`config.mk`:
```
export PLATFORM = sky130hd
export DESIGN_NAME = uart_frame_parser
export DESIGN_NICKNAME = d
export VERILOG_FILES = /design/src/rtl/uart_frame_parser.sv
export SDC_FILE = /design/constraint.sdc
export NUM_CORES = 1
export LEC_CHECK = 0
export ABC_CLOCK_PERIOD_IN_PS = 2300
export BUFFER_PORTS_ARGS = -buffer_cell sky130_fd_sc_hd__buf_2
export CORE_MARGIN = 8
export CORE_UTILIZATION = 51
export DETAILED_ROUTE_END_ITERATION = 8
export GPL_TIMING_DRIVEN = 0
export MAX_ROUTING_LAYER = met4
export PLACE_DENSITY = 0.75
export SETUP_SLACK_MARGIN = 0.3
export SYNTH_ARGS = -nofsm -noshare
export SYNTH_HDL_FRONTEND = slang
export SYNTH_SLANG_ARGS = --single-unit
```
`constraint.sdc`:
```
create_clock -name clk -period 2.3 [get_ports clk]
set_input_delay 0.46 -clock clk [delete_from_list [all_inputs] [get_ports clk]]
set_output_delay 0.46 -clock clk [all_outputs]
set_load 0.02 [all_outputs]
```
`src/rtl/uart_frame_parser.sv`:
```
// ---------------------------------------------------------------------------
// uart_frame_parser
//
// Command-frame parser that sits directly behind the RS422 main-link UART
// receiver. It consumes one byte per rx_valid strobe and hunts for frames of
// the form:
//
//   HEAD0 HEAD1 P0 P1 P2 P3 P4 CHK TAIL      (CHK = P0^P1^P2^P3^P4)
//
// A good frame updates frame_data and raises frame_valid for one cycle.
// Checksum, tail and inter-byte timeout errors each raise a one-cycle pulse.
// The good-frame and error counters saturate at 16'hFFFF.
//
// Ports:
//   clk          system clock (50 MHz)
//   rst_n        asynchronous active-low reset
//   rx_data      received byte, valid when rx_valid is high
//   rx_valid     one-cycle byte strobe
//   frame_valid  one-cycle pulse, good frame accepted
//   frame_data   payload, P0 in [39:32] ... P4 in [7:0]; held until next good frame
//   chk_err      one-cycle pulse, checksum mismatch with correct tail
//   tail_err     one-cycle pulse, tail byte incorrect
//   timeout_err  one-cycle pulse, inter-byte gap too long inside a frame
//   frame_cnt    saturating count of good frames
//   err_cnt      saturating count of error pulses
//   busy         parser is inside a frame (state is not IDLE)
// ---------------------------------------------------------------------------
module uart_frame_parser #(
    parameter logic [7:0] HEAD0          = 8'hAA,
    parameter logic [7:0] HEAD1          = 8'h55,
    parameter logic [7:0] TAIL           = 8'hEF,
    parameter int         TIMEOUT_CYCLES = 8680
) (
    input  logic        clk,
    input  logic        rst_n,
    input  logic [7:0]  rx_data,
    input  logic        rx_valid,
    output logic        frame_valid,
    output logic [39:0] frame_data,
    output logic        chk_err,
    output logic        tail_err,
    output logic        timeout_err,
    output logic [15:0] frame_cnt,
    output logic [15:0] err_cnt,
    output logic        busy
);

    localparam logic [2:0] ST_IDLE    = 3'd0;
    localparam logic [2:0] ST_HDR1    = 3'd1;
    localparam logic [2:0] ST_PAYLOAD = 3'd2;
    localparam logic [2:0] ST_CHK     = 3'd3;
    localparam logic [2:0] ST_TAIL    = 3'd4;

    // The counter never needs to hold more than TIMEOUT_CYCLES-1.
    localparam int              TO_W    = $clog2(TIMEOUT_CYCLES);
    localparam logic [TO_W-1:0] TO_LAST = TO_W'(TIMEOUT_CYCLES - 1);

    logic [2:0]      state;
    logic [2:0]      idx;
    logic [7:0]      acc;
    logic [39:0]     shadow;
    logic            chk_ok;
    logic [TO_W-1:0] to_cnt;

    function automatic logic [15:0] sat_inc(input logic [15:0] v);
        return (v == 16'hFFFF) ? v : v + 16'd1;
    endfunction

    assign busy = (state != ST_IDLE);

    // NOTE: all state below is updated with non-blocking assignments so every
    // register samples the pre-edge values of the others, independent of
    // statement order inside the block.
    always_ff @(posedge clk or negedge rst_n) begin
        if (!rst_n) begin
            state       <= ST_IDLE;
            idx         <= '0;
            acc         <= '0;
            shadow      <= '0;
            chk_ok      <= 1'b0;
            to_cnt      <= '0;
            frame_valid <= 1'b0;
            frame_data  <= '0;
            chk_err     <= 1'b0;
            tail_err    <= 1'b0;
            timeout_err <= 1'b0;
            frame_cnt   <= '0;
            err_cnt     <= '0;
        end else begin
            // Pulses are single-cycle unless re-asserted below.
            frame_valid <= 1'b0;
            chk_err     <= 1'b0;
            tail_err    <= 1'b0;
            timeout_err <= 1'b0;

            if (rx_valid) begin
                // A byte always restarts the gap timer, even in the cycle the
                // timer would otherwise expire.
                to_cnt <= '0;
                unique case (state)
                    ST_IDLE: begin
                        if (rx_data == HEAD0) state <= ST_HDR1;
                    end
                    ST_HDR1: begin
                        if (rx_data == HEAD1) begin
                            state <= ST_PAYLOAD;
                            idx   <= '0;
                            acc   <= '0;
                        end else if (rx_data != HEAD0) begin
                            // A repeated HEAD0 keeps us here to resync.
                            state <= ST_IDLE;
                        end
                    end
                    ST_PAYLOAD: begin
                        // Header values are plain data at this point.
                        shadow <= {shadow[31:0], rx_data};
                        acc    <= acc ^ rx_data;
                        if (idx == 3'd4) state <= ST_CHK;
                        else             idx   <= idx + 3'd1;
                    end
                    ST_CHK: begin
                        chk_ok <= (rx_data == acc);
                        state  <= ST_TAIL;
                    end
                    ST_TAIL: begin
                        // A bad tail outranks a bad checksum.
                        if (rx_data != TAIL) begin
                            tail_err <= 1'b1;
                            err_cnt  <= sat_inc(err_cnt);
                        end else if (!chk_ok) begin
                            chk_err <= 1'b1;
                            err_cnt <= sat_inc(err_cnt);
                        end else begin
                            frame_data  <= shadow;
                            frame_valid <= 1'b1;
                            frame_cnt   <= sat_inc(frame_cnt);
                        end
                        state <= ST_IDLE;
                    end
                    default: state <= ST_IDLE;
                endcase
            end else if (state == ST_IDLE) begin
                to_cnt <= '0;
            end else if (to_cnt == TO_LAST) begin
                // Gap expired inside a frame: drop the partial frame.
                timeout_err <= 1'b1;
                err_cnt     <= sat_inc(err_cnt);
                state       <= ST_IDLE;
                to_cnt      <= '0;
            end else begin
                to_cnt <= to_cnt + 1'b1;
            end
        end
    end

endmodule

```
After elaboration in Yosys (flattened, before gate mapping). Index checks and enable logic that the tools add are counted. Widths: inputs -> output; s select.

Word-level logic and storage cells: 90. Register bits after elaboration: 145. Output and inout port bits: 77.

Mux-type cells: 37. Bitwise logic cells: 3. Eq/ne operators: 21. Reductions and logical operators: 12. Add/sub/neg operators: 4.

Operators with widths (count): $mux 16 (7); $mux 14 (3); $add 16x1->16 const B (2); $eq 16x16->1 const B (2); $mux 3 (9); $ne 8x8->1 const B (2); $pmux 8 s2 (1); $add 14x1->14 const B (1); $eq 14x14->1 const B (1); $mux 1 (14); $pmux 3 s4 (1); $reduce_and 4->1 (3); $reduce_and 5->1 (2); $eq 8x7->1 const B (1); $eq 8x8->1 (1); $eq 8x8->1 const B (1); $mux 8 (1); $ne 2x2->1 const B (4); $xor 8x8->8 (1); $eq 3x2->1 const B (2); $eq 3x3->1 const B (2); $pmux 3 s2 (1); $ne 4x4->1 const B (1); $reduce_and 2->1 (2); 10 further kinds (12).

Logic depth before layout (Yosys ltp).
Word-level depth: 6. Mapped depth: 8. Mapped depth without buffers: 6.

Worst setup path before layout. Ideal clock, no wire load.

Kind: register to register. Start point: reg err_cnt[0]. End point: reg err_cnt[15]. Arrival: 2117 ps. Stages on the path, launching flop included: 9. Period minus slack after synthesis: 2197 ps. Slack: 103 ps. Path through: dfrtp_1 > ha_1 > and4_1 > and4_1 > buf_6 > or3_1 > buf_2 > nor4_1 > xor2_1.

Longest elaborated chain between the ends: 6. Elaborated cells on any way between the ends: 9. Those cells by class: add/sub (1); eq/ne (1); mux (7).

Ends and longest elaborated chain: start, declared (line 44) `output logic [15:0] err_cnt,`; start signal, assigned (line 129) `err_cnt <= sat_inc(err_cnt);`; start signal, assigned (line 132) `err_cnt <= sat_inc(err_cnt);`; start signal, assigned (line 147) `err_cnt <= sat_inc(err_cnt);`; $add 16x1->16 / $eq 16x16->1 (equally long branches) (line 66) `return (v == 16'hFFFF) ? v : v + 16'd1;`; $mux 16 (*) (line 66); $mux 16 (line 130) `end else if (!chk_ok) begin`; $mux 16 (line 127) `if (rx_data != TAIL) begin`; $mux 16 (line 100) `unique case (state)`; $mux 16 (*) (line 96) `if (rx_valid) begin`.

Mark *: on every way between the ends. The rest lies on a longest branch, timed or not. The select of a mux whose other input is x is not followed. A chain may end at the register's enable or synchronous reset.

Final worst setup path.
Start point: reg to_cnt[1]. End point: reg err_cnt[3].

Longest elaborated chain between the ends: 3.

Ends and longest elaborated chain: start, declared (line 63) `logic [TO_W-1:0] to_cnt;`; start signal, assigned (line 151) `to_cnt <= to_cnt + 1'b1;`; $eq 14x14->1 (line 144) `end else if (to_cnt == TO_LAST) begin`; $reduce_bool 2->1 (no line); $reduce_and 4->1 (no line).

Every way passes these cells.

==> results.txt <==
* Pre-CTS WS: -0.0822 ns
* Remaining global-route overflow: 0
* Core area: 12100 sq um
- Counting flops with a built-in enable in the synthesized netlist gives 0.
- Slew margin rel.: 66.4%
- The synthesized design devotes to its leading area cell type 57.4% of total area.
- I/O pin cnt: slightly below 90
- Number of hold-slack violations in the final timing report: 0
* # rows: 40
- Routed via count divided by cell count: about 5
- Number of setup violations in the final report: 0
- The biggest area contributor in the post-synthesis netlist is sky130_fd_sc_hd__dfrtp_1.
- Across all setup checks in the final design, the least slack found is 0.302 ns.
* Power per cell area: 676 nW/um^2
* DR WL/cell: between 10 and 15 um
- For the finished layout, the period the worst path requires is 2.00 ns.
- Maximum number of pins on one net before global-route repair: a little over 100
- Between clock sinks in the finished design, the worst skew comes to ~0.011 ns.
- Worst voltage drop across the vdd grid: 0.000331 V
- The detailed router finished its first iteration with 303 violations.
- Die Footprint: 16200 sq um
- The worst setup path is captured at a flip-flop.
- Leading cell type by number of instances after synthesis: sky130_fd_sc_hd__nand2_1
* Number of warning messages in the yosys log: 0
- Count of TritonRoute iterations in the first routing pass: 4
- For this configuration, the core starts out at a cell density of between 50 and 60%.
- Initial antenna violation count: 1
- Post-synth top flop: sky130_fd_sc_hd__dfrtp_1
- Arrival time at the worst endpoint: ~2.3 ns
* Setup repair after global routing missed its margin: true
* Number of global-route vias before repair: 4921
* Synth Register Bits: 145
* Number of distinct library cell variants in the gate-level netlist after synthesis: 43
- Ranking of synthesized cells by instance count: 264 x sky130_fd_sc_hd__nand2_1, 145 x sky130_fd_sc_hd__dfrtp_1, 33 x sky130_fd_sc_hd__nor2_1
* Number of nets with antenna violations after routing: 0
- Port Buffer Count: 84
* # DRC: 0
* Sequential cell area in the final layout: 3630 sq um
- Number of max-cap violations: 0
- Final Net Count: 800
- Number of H-tree levels: 4
- Sum Neg Setup Slack: 0 ns
- Maximum frequency from static timing analysis: 501 MHz
- Summing all multi-input logic gate instances after layout gives 2710 sq um.
- Root buffer cell: sky130_fd_sc_hd__clkbuf_16
- Along the worst path, the maximum fanout reaches 10.
- Final weighted congestion in routability-driven placement: ~0.8
* Area growth from synthesis to layout: 24.3%
- Setup crit start kind: flip-flop
- From bottom edge to top edge, the die measures 127 um.
- The final route contains ~5000 vias.
- The filler cells instantiated in the layout total 978.
- Instance count of the mapped netlist: 668
- Counting the buffers created by CTS gives 17.
* Run status: finished, final reports clean
- Cell area after synthesis: 6320 sq um
- Number of buffers on the longest clock path: 2
- The floorplan step set the die width to 127 um.
- Clock latency on the worst-skew pair, taken at its later pin, is 0.42 ns.
- The critical path is of the flip-flop to flip-flop type.
* Proportion of synthesized flip-flops having asynchronous set or reset: 100%
* Hold crit path type: input port to flip-flop
- In this run the static leakage power is slightly above 4 nW.
- Top post-synthesis cells by area: sky130_fd_sc_hd__dfrtp_1 57%, sky130_fd_sc_hd__nand2_1 16%, sky130_fd_sc_hd__xor2_1 3.5%
* Clock tree from TritonCTS: done
- GRT Total Usage: between 10% and 20%
- Pin slew with the least headroom to its limit: 0.504 ns
- Routed WL: 14300 um
- Syn nets: 684
* DP HPWL: 9790 um
- Final Slew Violations: 0
- At the worst endpoint, the required time is approximately 2.6 ns.
- In the final layout, the share of cells above drive strength 1 is 22.7%.
- Sink Count: about 150
* Mapped Avg Cell Area: 9.47 sq um
- Final Cycle Share: 86.9%
- Sequential area share after synthesis: 57.4%
* First-pass GRT wire length: 23600 um
- Clock-pin slew was measured on the worst setup and hold paths at ~0.06 ns.
layer usage:
metal	track usage (%)	wire, um
met5	-	0
met3	5.41	637
met2	29.9	7130
met4	6.02	162
met1	22.3	6340
critical path: stages (launching register included):
cell	delay (ns)
sky130_fd_sc_hd__dfrtp_1	0.39
sky130_fd_sc_hd__ha_4	0.17
sky130_fd_sc_hd__and4bb_2	0.27
sky130_fd_sc_hd__a41oi_4	0.14
sky130_fd_sc_hd__a211o_4	0.37
sky130_fd_sc_hd__buf_12	0.18
sky130_fd_sc_hd__nor3_2	0.20
sky130_fd_sc_hd__xor2_1	0.18
final timing paths:
check | cells past startpoint | end | slack, ns | startpoint
max | 7 | err_cnt[3] | 0.30 | to_cnt[1]
min | 3 | shadow[0] | 0.28 | rx_data[0]
max reg2reg | 7 | err_cnt[3] | 0.30 | to_cnt[1]
min reg2reg | 2 | frame_data[15] | 0.46 | frame_data[15]
max in group asynchronous | 3 | err_cnt[1] | 0.91 | rst_n
min in group asynchronous | 2 | frame_cnt[11] | 0.54 | rst_n
registers in the layout (all words and copies together), names as in the netlist, 3 cells and up:
| register | flops |
|---|---|
| frame_data | 40 |
| shadow | 40 |
| err_cnt | 16 |
| frame_cnt | 16 |
| to_cnt | 14 |
| acc | 8 |
| idx | 3 |
| state | 3 |
stage by stage:
step	util, %	hold WS (ns)	std cells	cell area (sq um)	total power [W]
6_report	65.2	0.278	966	7860	0.00531
3_5_place_dp	58.4	0.411	921	7050	0.00283
3_3_place_gp	58.1	0.446	920	7010	0.00282
4_1_cts	64.1	0.267	961	7730	0.00536
2_1_floorplan	-	0.164	668	6380	0.00272
5_1_grt	65.2	0.286	966	7860	0.00549
cell usage in the layout (no fill, tap or decap), drive strengths merged, types with 5 or more instances in the layout:
master	Yosys	layout
nand2	264	264
dfrtp	145	145
buf	11	108
clkbuf	17	43
nor2	33	33
xor2	25	25
nand3	25	25
xnor2	21	21
nor3	19	19
a21oi	17	17
inv	12	12
nand4	9	9
and3	8	8
and4	8	8
o21a	7	7
mux2	6	6
nor4	6	6
o21ai	5	5
clkinv	0	5
ha	5	5
layout make-up:
type	instances	area share, %
diodes	1	0.0318
well taps	168	2.67
repair buffers	97	6.96
inverters	12	0.573
multi-input cells	483	34.4
plain buffers	28	2.12
flip-flops and latches	145	46.2
clock buffers	27	6.65
clock inverters	5	0.318
power breakdown:
part	switching (W)	internal, W	total [W]	leakage, nW
Clock	0.000970	0.00154	0.00251	0.277
Sequential	0.0000246	0.00257	0.00260	1.97
Combinational	0.000131	0.0000721	0.000203	1.88
Total	0.00113	0.00419	0.00531	4.12
cell families after synthesis:
logic type	Yosys count	synth area share, %
flops	145	57.4
fa+ha+maj	5	0.989
compound gates	39	4.08
buf+inv	40	2.79
mux	6	1.07
simple gates	387	27.3
xor+xnor	46	6.37
repair_timing:
item / in CTS / in global routing
resized for setup: 15 / 26
pin swaps: 4 / 6
hold endpoints to repair: 43 / 0
hold buffers: 1 / 0
buffers inserted: 7 / 4
endpoints found under the setup margin: 44 / 85
No activity file was read; power rests on OpenSTA's default activity.
